## config.mk

```make
export PLATFORM = sky130hd
export DESIGN_NAME = rv32_retire_unit_flat
export DESIGN_NICKNAME = d
export VERILOG_FILES = /design/src/rtl/rv32_retire_pkg.sv /design/src/rtl/rv32_retire_if.sv /design/src/rtl/rv32_trace_fifo.sv /design/src/rtl/rv32_retire_unit.sv /design/src/flat_wrapper.sv
export SDC_FILE = /design/constraint.sdc
export NUM_CORES = 1
export LEC_CHECK = 0
export CAP_MARGIN = 10
export CORE_MARGIN = 2
export CORE_UTILIZATION = 25
export CTS_BUF_LIST = sky130_fd_sc_hd__clkbuf_16
export DETAILED_ROUTE_END_ITERATION = 8
export GPL_TIMING_DRIVEN = 0
export SETUP_SLACK_MARGIN = 0.02
export SYNTH_ARGS = -nofsm -noshare
export SYNTH_HDL_FRONTEND = slang
export SYNTH_SLANG_ARGS = --single-unit
```

## constraint.sdc

```tcl
create_clock -name clk -period 11.85 [get_ports clk]
set_clock_uncertainty 0.2 [all_clocks]
set_input_delay 1.7775 -clock clk [delete_from_list [all_inputs] [get_ports clk]]
set_output_delay 1.7775 -clock clk [all_outputs]
set_load 0.01 [all_outputs]
```

## src/rtl/rv32_retire_pkg.sv

```systemverilog
// Shared types and helpers for the multi-lane retire unit.
//  trace_entry_t  : one trace FIFO record {trap, insn, pc}, TRACE_W bits
//  popcount_nret  : number of set bits in a lane mask
//  prefix_count   : number of set bits strictly below a lane index
// Lane masks are passed zero-extended to MAX_NRET so one function body
// serves every legal NRET.
package rv32_retire_pkg;
  localparam int TRACE_W  = 65;
  localparam int MAX_NRET = 4;

  typedef struct packed {
    logic        trap;
    logic [31:0] insn;
    logic [31:0] pc;
  } trace_entry_t;

  function automatic logic [2:0] popcount_nret(input logic [MAX_NRET-1:0] m);
    logic [2:0] c;
    c = '0;
    for (int i = 0; i < MAX_NRET; i++) c += 3'(m[i]);
    return c;
  endfunction

  function automatic logic [2:0] prefix_count(input logic [MAX_NRET-1:0] m, input int idx);
    logic [2:0] c;
    c = '0;
    for (int i = 0; i < MAX_NRET; i++)
      if (i < idx) c += 3'(m[i]);
    return c;
  endfunction
endpackage

```

## src/rtl/rv32_retire_if.sv

```systemverilog
// Pipeline-side bundle of the retire unit: per-lane retire inputs, register
// file write port, instret, trace drain port and per-lane RVFI records.
//  master : pipeline / trace consumer side (drives *_in)
//  slave  : retire unit (drives *_out and rvfi_*)
interface rv32_retire_if #(parameter int NRET = 2);
  import rv32_retire_pkg::*;

  logic                       flush_in;
  logic [NRET-1:0]            valid_in, trap_in, rd_write_in;
  logic [NRET-1:0][31:0]      insn_in, pc_in, next_pc_in, rd_value_in;
  logic [NRET-1:0][4:0]       rd_in;

  logic                       stall_out;
  logic [NRET-1:0]            rf_write_out;
  logic [NRET-1:0][4:0]       rf_rd_out;
  logic [NRET-1:0][31:0]      rf_value_out;
  logic [63:0]                instret_out;

  logic                       trace_valid_out, trace_ready_in;
  trace_entry_t               trace_out;

  logic [NRET-1:0]            rvfi_valid, rvfi_trap, rvfi_halt, rvfi_intr;
  logic [NRET-1:0][63:0]      rvfi_order;
  logic [NRET-1:0][31:0]      rvfi_insn, rvfi_rd_wdata, rvfi_pc_rdata, rvfi_pc_wdata;
  logic [NRET-1:0][1:0]       rvfi_mode;
  logic [NRET-1:0][4:0]       rvfi_rd_addr;

  modport master (
    output flush_in, valid_in, trap_in, insn_in, pc_in, next_pc_in, rd_in, rd_write_in,
           rd_value_in, trace_ready_in,
    input  stall_out, rf_write_out, rf_rd_out, rf_value_out, instret_out, trace_valid_out,
           trace_out, rvfi_valid, rvfi_order, rvfi_insn, rvfi_trap, rvfi_halt, rvfi_intr,
           rvfi_mode, rvfi_rd_addr, rvfi_rd_wdata, rvfi_pc_rdata, rvfi_pc_wdata
  );
  modport slave (
    input  flush_in, valid_in, trap_in, insn_in, pc_in, next_pc_in, rd_in, rd_write_in,
           rd_value_in, trace_ready_in,
    output stall_out, rf_write_out, rf_rd_out, rf_value_out, instret_out, trace_valid_out,
           trace_out, rvfi_valid, rvfi_order, rvfi_insn, rvfi_trap, rvfi_halt, rvfi_intr,
           rvfi_mode, rvfi_rd_addr, rvfi_rd_wdata, rvfi_pc_rdata, rvfi_pc_wdata
  );
endinterface

```

## src/rtl/rv32_trace_fifo.sv

```systemverilog
// Multi-push / single-pop show-ahead FIFO for retired-instruction trace.
//  push_in/push_data_in : lanes to push this cycle; set lanes are packed in
//                         ascending lane order (holes are skipped)
//  pop_ready_in         : consumer accepts head (pop only when non-empty)
//  head_valid_out/head_out : current head entry
//  count_out            : registered occupancy, 0..TRACE_DEPTH
// The caller guarantees room for every push (it stalls on low free space).
module rv32_trace_fifo import rv32_retire_pkg::*; #(
  parameter int NRET        = 2,
  parameter int TRACE_DEPTH = 8
) (
  input  logic                           clk,
  input  logic                           reset,
  input  logic [NRET-1:0]                push_in,
  input  trace_entry_t [NRET-1:0]        push_data_in,
  input  logic                           pop_ready_in,
  output logic                           head_valid_out,
  output trace_entry_t                   head_out,
  output logic [$clog2(TRACE_DEPTH):0]   count_out
);
  localparam int AW = $clog2(TRACE_DEPTH);
  localparam int CW = AW + 1;

  trace_entry_t  mem_q [TRACE_DEPTH];
  logic [AW-1:0] wr_ptr_q, wr_ptr_d, rd_ptr_q, rd_ptr_d;
  logic [CW-1:0] count_q, count_d;
  logic [AW-1:0] wr_idx [NRET];
  logic [2:0]    n_push;
  logic          pop;

  always_comb begin
    pop    = (count_q != '0) && pop_ready_in;
    n_push = popcount_nret(MAX_NRET'(push_in));
    // Each pushing lane lands after the lower pushing lanes; pointer
    // arithmetic wraps for free since the depth is a power of two.
    for (int i = 0; i < NRET; i++)
      wr_idx[i] = wr_ptr_q + AW'(prefix_count(MAX_NRET'(push_in), i));
    wr_ptr_d = wr_ptr_q + AW'(n_push);
    rd_ptr_d = rd_ptr_q + AW'(pop);
    count_d  = count_q + CW'(n_push) - CW'(pop);
  end

  always_ff @(posedge clk) begin
    if (reset) begin
      wr_ptr_q <= '0;
      rd_ptr_q <= '0;
      count_q  <= '0;
    end else begin
      wr_ptr_q <= wr_ptr_d;
      rd_ptr_q <= rd_ptr_d;
      count_q  <= count_d;
    end
  end

  // Storage needs no reset: occupancy alone decides what is visible.
  always_ff @(posedge clk) begin
    for (int i = 0; i < NRET; i++)
      if (push_in[i]) mem_q[wr_idx[i]] <= push_data_in[i];
  end

  assign head_valid_out = (count_q != '0);
  assign head_out       = mem_q[rd_ptr_q];
  assign count_out      = count_q;
endmodule

```

## src/rtl/rv32_retire_unit.sv

```systemverilog
// End-of-pipeline retire stage, NRET lanes per cycle (lane 0 oldest).
//  clk, reset : clock, synchronous active-high reset
//  bus        : rv32_retire_if slave -- lane inputs, combinational RF write
//               port, registered instret, trace FIFO drain port, and
//               registered RVFI records (1-cycle latency).
// stall_out looks only at registered FIFO occupancy so trace_ready_in has no
// combinational path to the hazard unit.
module rv32_retire_unit import rv32_retire_pkg::*; #(
  parameter int NRET        = 2,
  parameter int TRACE_DEPTH = 8
) (
  input  logic          clk,
  input  logic          reset,
  rv32_retire_if.slave  bus
);
  localparam int CW = $clog2(TRACE_DEPTH) + 1;

  logic [CW-1:0]             count;
  logic                      stall;
  logic [NRET-1:0]           retire, rf_write;
  trace_entry_t [NRET-1:0]   push_data;
  logic [63:0]               instret_q, instret_d, order_base_q, order_base_d;

  logic [NRET-1:0]           rvfi_valid_q, rvfi_valid_d, rvfi_trap_q, rvfi_trap_d;
  logic [NRET-1:0][63:0]     rvfi_order_q, rvfi_order_d;
  logic [NRET-1:0][31:0]     rvfi_insn_q, rvfi_insn_d, rvfi_wdata_q, rvfi_wdata_d;
  logic [NRET-1:0][31:0]     rvfi_pcr_q, rvfi_pcr_d, rvfi_pcw_q, rvfi_pcw_d;
  logic [NRET-1:0][4:0]      rvfi_rd_q, rvfi_rd_d;

  always_comb begin
    stall  = (CW'(TRACE_DEPTH) - count) < CW'(NRET);
    retire = (bus.flush_in || stall) ? '0 : (bus.valid_in | bus.trap_in);

    for (int i = 0; i < NRET; i++) begin
      push_data[i] = '{trap: bus.trap_in[i], insn: bus.insn_in[i], pc: bus.pc_in[i]};
      rf_write[i]  = retire[i] && bus.rd_write_in[i] && !bus.trap_in[i] && (bus.rd_in[i] != '0);
      // A younger lane writing the same register wins.
      for (int j = i + 1; j < NRET; j++)
        if (retire[j] && bus.rd_write_in[j] && !bus.trap_in[j] && (bus.rd_in[j] == bus.rd_in[i]))
          rf_write[i] = 1'b0;
    end

    instret_d    = instret_q + 64'(popcount_nret(MAX_NRET'(retire & ~bus.trap_in)));
    order_base_d = order_base_q + 64'(popcount_nret(MAX_NRET'(retire)));

    rvfi_valid_d = retire;
    rvfi_trap_d  = bus.trap_in;
    for (int i = 0; i < NRET; i++) begin
      rvfi_order_d[i] = order_base_q + 64'(prefix_count(MAX_NRET'(retire), i));
      rvfi_insn_d[i]  = bus.insn_in[i];
      rvfi_rd_d[i]    = bus.rd_write_in[i] ? bus.rd_in[i] : 5'd0;
      rvfi_wdata_d[i] = (bus.rd_write_in[i] && bus.rd_in[i] != '0) ? bus.rd_value_in[i] : 32'd0;
      rvfi_pcr_d[i]   = bus.pc_in[i];
      rvfi_pcw_d[i]   = bus.next_pc_in[i];
    end
  end

  always_ff @(posedge clk) begin
    if (reset) begin
      instret_q    <= '0;
      order_base_q <= '0;
      rvfi_valid_q <= '0;
    end else begin
      instret_q    <= instret_d;
      order_base_q <= order_base_d;
      rvfi_valid_q <= rvfi_valid_d;
    end
  end

  // RVFI payload is only meaningful alongside rvfi_valid.
  always_ff @(posedge clk) begin
    rvfi_trap_q  <= rvfi_trap_d;
    rvfi_order_q <= rvfi_order_d;
    rvfi_insn_q  <= rvfi_insn_d;
    rvfi_rd_q    <= rvfi_rd_d;
    rvfi_wdata_q <= rvfi_wdata_d;
    rvfi_pcr_q   <= rvfi_pcr_d;
    rvfi_pcw_q   <= rvfi_pcw_d;
  end

  rv32_trace_fifo #(.NRET(NRET), .TRACE_DEPTH(TRACE_DEPTH)) u_fifo (
    .clk            (clk),
    .reset          (reset),
    .push_in        (retire),
    .push_data_in   (push_data),
    .pop_ready_in   (bus.trace_ready_in),
    .head_valid_out (bus.trace_valid_out),
    .head_out       (bus.trace_out),
    .count_out      (count)
  );

  assign bus.stall_out     = stall;
  assign bus.rf_write_out  = rf_write;
  assign bus.rf_rd_out     = bus.rd_in;
  assign bus.rf_value_out  = bus.rd_value_in;
  assign bus.instret_out   = instret_q;
  assign bus.rvfi_valid    = rvfi_valid_q;
  assign bus.rvfi_order    = rvfi_order_q;
  assign bus.rvfi_insn     = rvfi_insn_q;
  assign bus.rvfi_trap     = rvfi_trap_q;
  assign bus.rvfi_halt     = '0;
  assign bus.rvfi_intr     = '0;
  assign bus.rvfi_mode     = {NRET{2'b11}};
  assign bus.rvfi_rd_addr  = rvfi_rd_q;
  assign bus.rvfi_rd_wdata = rvfi_wdata_q;
  assign bus.rvfi_pc_rdata = rvfi_pcr_q;
  assign bus.rvfi_pc_wdata = rvfi_pcw_q;
endmodule

```

## src/flat_wrapper.sv

```systemverilog
// flat-port wrapper written by rule: the top's interface ports become plain ports
module rv32_retire_unit_flat import rv32_retire_pkg::*;
#(
  parameter int NRET        = 2,
  parameter int TRACE_DEPTH = 8
)
  (clk, reset, bus_flush_in, bus_valid_in, bus_trap_in, bus_insn_in, bus_pc_in, bus_next_pc_in, bus_rd_in, bus_rd_write_in, bus_rd_value_in, bus_trace_ready_in, bus_stall_out, bus_rf_write_out, bus_rf_rd_out, bus_rf_value_out, bus_instret_out, bus_trace_valid_out, bus_trace_out, bus_rvfi_valid, bus_rvfi_order, bus_rvfi_insn, bus_rvfi_trap, bus_rvfi_halt, bus_rvfi_intr, bus_rvfi_mode, bus_rvfi_rd_addr, bus_rvfi_rd_wdata, bus_rvfi_pc_rdata, bus_rvfi_pc_wdata);
  rv32_retire_if #(.NRET(NRET)) bus_i ();
  input  logic clk;
  input  logic reset;
  input wire logic [$bits(bus_i.flush_in)-1:0] bus_flush_in;
  input wire logic [$bits(bus_i.valid_in)-1:0] bus_valid_in;
  input wire logic [$bits(bus_i.trap_in)-1:0] bus_trap_in;
  input wire logic [$bits(bus_i.insn_in)-1:0] bus_insn_in;
  input wire logic [$bits(bus_i.pc_in)-1:0] bus_pc_in;
  input wire logic [$bits(bus_i.next_pc_in)-1:0] bus_next_pc_in;
  input wire logic [$bits(bus_i.rd_in)-1:0] bus_rd_in;
  input wire logic [$bits(bus_i.rd_write_in)-1:0] bus_rd_write_in;
  input wire logic [$bits(bus_i.rd_value_in)-1:0] bus_rd_value_in;
  input wire logic [$bits(bus_i.trace_ready_in)-1:0] bus_trace_ready_in;
  output wire logic [$bits(bus_i.stall_out)-1:0] bus_stall_out;
  output wire logic [$bits(bus_i.rf_write_out)-1:0] bus_rf_write_out;
  output wire logic [$bits(bus_i.rf_rd_out)-1:0] bus_rf_rd_out;
  output wire logic [$bits(bus_i.rf_value_out)-1:0] bus_rf_value_out;
  output wire logic [$bits(bus_i.instret_out)-1:0] bus_instret_out;
  output wire logic [$bits(bus_i.trace_valid_out)-1:0] bus_trace_valid_out;
  output wire logic [$bits(bus_i.trace_out)-1:0] bus_trace_out;
  output wire logic [$bits(bus_i.rvfi_valid)-1:0] bus_rvfi_valid;
  output wire logic [$bits(bus_i.rvfi_order)-1:0] bus_rvfi_order;
  output wire logic [$bits(bus_i.rvfi_insn)-1:0] bus_rvfi_insn;
  output wire logic [$bits(bus_i.rvfi_trap)-1:0] bus_rvfi_trap;
  output wire logic [$bits(bus_i.rvfi_halt)-1:0] bus_rvfi_halt;
  output wire logic [$bits(bus_i.rvfi_intr)-1:0] bus_rvfi_intr;
  output wire logic [$bits(bus_i.rvfi_mode)-1:0] bus_rvfi_mode;
  output wire logic [$bits(bus_i.rvfi_rd_addr)-1:0] bus_rvfi_rd_addr;
  output wire logic [$bits(bus_i.rvfi_rd_wdata)-1:0] bus_rvfi_rd_wdata;
  output wire logic [$bits(bus_i.rvfi_pc_rdata)-1:0] bus_rvfi_pc_rdata;
  output wire logic [$bits(bus_i.rvfi_pc_wdata)-1:0] bus_rvfi_pc_wdata;
  assign bus_i.flush_in = bus_flush_in;
  assign bus_i.valid_in = bus_valid_in;
  assign bus_i.trap_in = bus_trap_in;
  assign bus_i.insn_in = bus_insn_in;
  assign bus_i.pc_in = bus_pc_in;
  assign bus_i.next_pc_in = bus_next_pc_in;
  assign bus_i.rd_in = bus_rd_in;
  assign bus_i.rd_write_in = bus_rd_write_in;
  assign bus_i.rd_value_in = bus_rd_value_in;
  assign bus_i.trace_ready_in = bus_trace_ready_in;
  assign bus_stall_out = bus_i.stall_out;
  assign bus_rf_write_out = bus_i.rf_write_out;
  assign bus_rf_rd_out = bus_i.rf_rd_out;
  assign bus_rf_value_out = bus_i.rf_value_out;
  assign bus_instret_out = bus_i.instret_out;
  assign bus_trace_valid_out = bus_i.trace_valid_out;
  assign bus_trace_out = bus_i.trace_out;
  assign bus_rvfi_valid = bus_i.rvfi_valid;
  assign bus_rvfi_order = bus_i.rvfi_order;
  assign bus_rvfi_insn = bus_i.rvfi_insn;
  assign bus_rvfi_trap = bus_i.rvfi_trap;
  assign bus_rvfi_halt = bus_i.rvfi_halt;
  assign bus_rvfi_intr = bus_i.rvfi_intr;
  assign bus_rvfi_mode = bus_i.rvfi_mode;
  assign bus_rvfi_rd_addr = bus_i.rvfi_rd_addr;
  assign bus_rvfi_rd_wdata = bus_i.rvfi_rd_wdata;
  assign bus_rvfi_pc_rdata = bus_i.rvfi_pc_rdata;
  assign bus_rvfi_pc_wdata = bus_i.rvfi_pc_wdata;
  rv32_retire_unit #(.NRET(NRET), .TRACE_DEPTH(TRACE_DEPTH)) u_core (.clk(clk), .reset(reset), .bus(bus_i));
endmodule
```

---- Word level (Yosys, flattened, before mapping) ----
Memory sizes are Yosys's and may differ from the RTL's. A register that Yosys moved wholly into a read port is not among the register bits.
Cells that the tools add are included.
storage, ports and cells
  flip-flop bits (word level) ............. 536
  bits in writable memories ............... 520
  bits of input ports ..................... 276
  output and inout bits ................... 613
  logic and storage cells ................. 61
  memories ................................ 1
cells by class
  $add $sub $neg .......................... 13
  $lt $le $gt $ge ......................... 1
  equal/unequal tests ..................... 1
  muxes and demuxes ....................... 7
  bitwise gates (word level) .............. 3
  reductions and logical operators ........ 16
memories
  name                 depth  bits a word  read ports  clocked after Yosys merged registers in  wr ports  line                   RTL
  u_core.u_fifo.mem_q  8      65           1           1                                        2         rv32_trace_fifo.sv:24  trace_entry_t mem_q [TRACE_DEPTH];
operator list
  operator                                             count
  adder 64 x 3 -> 64 bit                               2
  adder 64 x 1 -> 64 bit                               1
  adder 3 x 1 -> 3 bit                                 4
  logical AND 1 bit                                    10
  nonzero test 5 bit                                   2
  == test 5 bit                                        1
  two-way mux 1 bit                                    5
  adder 1 x 1 -> 2 bit                                 2
  adder 4 x 3 -> 4 bit                                 1
  bitwise AND 2 x 4 -> 4 bit                           1
  < comparator 4 x 2 -> 1 bit (second input constant)  1
  NOT 2 -> 4 bit                                       1
  nonzero test 4 bit                                   1
  subtractor 4 x 1 -> 4 bit                            1
  subtractor 4 bit (first input constant)              1
  adder 3 bit                                          1
  two-way mux 3 bit                                    1
  logical NOT 1 bit                                    2
  two-way mux 2 bit                                    1
  bitwise OR 2 bit                                     1
  logical OR 1 bit                                     1

---- Depth between registers and ports, before layout ----
  depth after elaboration ................. 9
  gate-level depth with buffers ........... 17
  gate-level depth less buffers ........... 15

---- Hierarchy ----
A second synthesis with hierarchy kept.
second synthesis, totals
  cell total of the unflattened synthesis .. 2953
  area, all modules ....................... 43226.5 um2
modules (own cells, without submodules)
  module            times used  cells each  area each (um2)  sequential area each (um2)
  rv32_trace_fifo   1           1413        26521.7          15815.2
  rv32_retire_unit  1           1540        16704.8          10530.1

---- Worst setup path after synthesis ----
Ideal clock, no wire load.
  path kind ............................... in2reg
  start point ............................. input port bus_trap_in[0]
  end point ............................... memory u_core.u_fifo.mem_q[0][0] (netlist name), enable pin
  setup time .............................. 0.666 ns
  data arrival time ....................... 9.103 ns
  data required time ...................... 10.984 ns
  slack ................................... 1.882 ns
  cell stages on the path ................. 5
  buffers on the path ..................... 2
  path through ............................ buf_1 -> nor2_1 -> or3_1 -> clkbuf_1 -> o41ai_1
RTL lines
  item                line                   RTL
  start: declaration  flat_wrapper.sv:13     input wire logic [$bits(bus_i.trap_in)-1:0] bus_trap_in;
  end: declaration    rv32_trace_fifo.sv:24

==> flow_summary.json <==
{
  "status": "finished clean",
  "min_period_ps": 7007,
  "ys_warn_count": 0,
  "cp_max_fo": 10,
  "fillers": 16600,
  "num_io_pins": 889,
  "fin_tns_setup_ps": 0,
  "drc": 0,
  "vias": 28390,
  "tightest_slew_ps": 1180,
  "postCtsResizedCells": 0,
  "p_leak_nw": 20.42,
  "synth-seq-cells": 1056,
  "final_common_cell": "clkdlybuf4s50_1",
  "place.port_buffers": 879,
  "finalSetupViolCount": 0,
  "synth_top_flop_cell": "dfxtp_1",
  "syn-instance-count": 2912,
  "finalWirelength_mm": 151.6,
  "dp_cells": 6065,
  "fmax_mhz": 142.7,
  "drive_gt1_share_pct": 27.21,
  "grt_antenna_before_repair": 7,
  "seq_area_mm2": 0.02635,
  "syn_area_mm2": 0.04273,
  "required_ps": 12150,
  "dieArea_mm2": 0.1742,
  "ys_types": 52,
  "grt_use_total_pct": 16.88,
  "postCtsHoldBufs": 0,
  "maxSlewViolCount": 0,
  "ant_nets": 0,
  "hold_path_class": "reg -> reg",
  "crit_type": "in -> reg",
  "synth-edff-count": 520,
  "initial_utilization_pct": 25.18,
  "tritoncts": "built",
  "rsz0062_at_grt": "false",
  "final_cells": 6292,
  "core-area_mm2": 0.1697,
  "async_flop_share_pct": 0,
  "yosys.area.top_type": "edfxtp_1",
  "h-tree-depth": 3,
  "clk_latency_ps": 760,
  "wl_per_cell_um": 24.10,
  "cp.arrival_ps": 7310,
  "cts_setup_buffers": 0,
  "synth_top_area_share_pct": 36.55,
  "period_share_pct": 59.13,
  "cts_num_sinks": 1056,
  "place.gp.congestion": 0.9196,
  "rows": 151,
  "die_h_um": 417.4,
  "dieWidth_um": 417.4,
  "power_density_mw_per_mm2": 185.0,
  "yosys-top-cells-area": "edfxtp_1 37%, dfxtp_1 25%, mux2_2 15%, mux4_2 6.9%, xor2_1 1.9%",
  "drt-pass1-iter-count": 5,
  "holdWs_ps": 144.4,
  "cap_viol_max_count": 0,
  "area_growth_pct": 38.17,
  "grt_max_degree": 22,
  "slew-limit-headroom_pct": 21.35,
  "hpwl_mm": 113.7,
  "viasPerCell": 4.511,
  "grt_first_pass_wirelength_mm": 213.0,
  "finalHoldViolCount": 0,
  "ys_seq_area_share_pct": 61.66,
  "avgSynthCellArea_um2": 14.67,
  "nNetsFinal": 4268,
  "vdd_drop_max_uv": 131.4,
  "startpoint_type": "input pin",
  "cts_buffers": 118,
  "multi_input_area_mm2": 0.01511,
  "end_kind": "flip-flop",
  "drtIter0Drc": 1966,
  "gr-total-overflow": 0,
  "path_clk_slew_ps": 60,
  "cts_buffer_depth": 3,
  "grt_pass1_vias": 29010,
  "clock-root-buffer": "clkbuf_16",
  "layout_common_cells": "879 x clkdlybuf4s50_1, 587 x mux2_2, 536 x dfxtp_1"
}
## critical path, cell delays in order
cell and delay (ps):
clkdlybuf4s50_1 470, buf_1 520, nor2_1 100, or3_1 320
clkbuf_1 280, inv_1 230, ha_1 330, ha_1 260
xor2_1 270, nor2_1 90, nand3b_1 140, buf_2 410
buf_1 720, o41ai_2 320, buf_4 260, buf_4 190
buf_4 190, buf_4 190, buf_4 180
## metrics by stage
stage	total power, mW	util, %	setup WS (ps)	cell area, um2
after floorplan	6.020	-	1882	42750
after global placement	7.474	32.02	-7751	54320
after detailed placement	7.488	32.56	4023	55240
after CTS	11.10	34.78	4662	59010
after global routing	11.36	34.79	4666	59030
final	10.92	34.80	4843	59030
## synthesized netlist by cell type, drive strengths merged, types with 20 or more instances
master	n
mux2	587
clkbuf	80
nor3	38
nand3	56
nand4	74
buf	155
xor2	92
a21oi	50
dfxtp	536
xnor2	54
inv	29
nor2	149
ha	20
o21ai	40
nand2	69
nor4	24
and2	78
edfxtp	520
or3	40
mux4	130
## power by group
group          internal, mW  leakage, nW  switching (mW)
combinational          1.47         9.29            1.44
clock                  2.01         1.98            1.57
sequential             4.32         9.15           0.111
total                  7.80         20.4            3.12
## cells by family (layout without fill, tap and decap cells)
family | Yosys count | in the layout | synth area share, %
compound gates | 112 | 112 | 1.447
mux | 717 | 717 | 22.32
flops | 1056 | 1056 | 61.66
simple gates | 591 | 591 | 7.506
buf+inv | 264 | 1415 | 3.280
xor+xnor | 146 | 146 | 2.993
fa+ha+maj | 24 | 24 | 0.7731
other cells | 2 | 13 | 0.01758
## registers in the layout, summed over array words and instances, names as in the netlist
name and cells:
u_core.u_fifo.mem_q 520, u_core.bus.rvfi_order 128, u_core.bus.instret_out 64, u_core.bus.rvfi_insn 64
u_core.bus.rvfi_pc_rdata 64, u_core.bus.rvfi_pc_wdata 64, u_core.bus.rvfi_rd_wdata 64, u_core.order_base_q 64
u_core.bus.rvfi_rd_addr 10, u_core.u_fifo.count_out 4, u_core.u_fifo.rd_ptr_q 3, u_core.u_fifo.wr_ptr_q 3
u_core.bus.rvfi_trap 2, u_core.bus.rvfi_valid 2
## worst paths after layout
| path | from | end | slack (ps) | cells past startpoint |
|---|---|---|---|---|
| max reg2reg | u_core.u_fifo.count_out[0]$_SDFF_PP0_ | u_core.u_fifo.mem_q[0][38]$_DFFE_PP_ | 5840 | 20 |
| min reg2reg | u_core.order_base_q[6]$_SDFF_PP0_ | u_core.bus.rvfi_order[6]$_DFF_P_ | 140 | 0 |
| min | u_core.order_base_q[6]$_SDFF_PP0_ | u_core.bus.rvfi_order[6]$_DFF_P_ | 140 | 0 |
| max | bus_trap_in[0] | u_core.u_fifo.mem_q[0][38]$_DFFE_PP_ | 4840 | 19 |
## layer usage
layer	vias to the layer above	GRT usage (%)	part of all wire [%]
met5	-	0	0.0053
met4	2	7.440	4.5
met3	229	3.121	5.1
met2	1011	30.75	53
met1	14240	19.11	38
li1	12910	-	-
## final cells by class
class | count | area share, %
multi-input combinational | 1598 | 25.60
antenna | 5 | 0.02119
inverter | 29 | 0.1844
tap | 2218 | 4.701
clock buffer | 121 | 5.129
buffer | 235 | 2.189
timing repair buffer | 930 | 16.30
clock inverter | 100 | 1.248
sequential | 1056 | 44.63
Power figures use the tool's default switching activity.
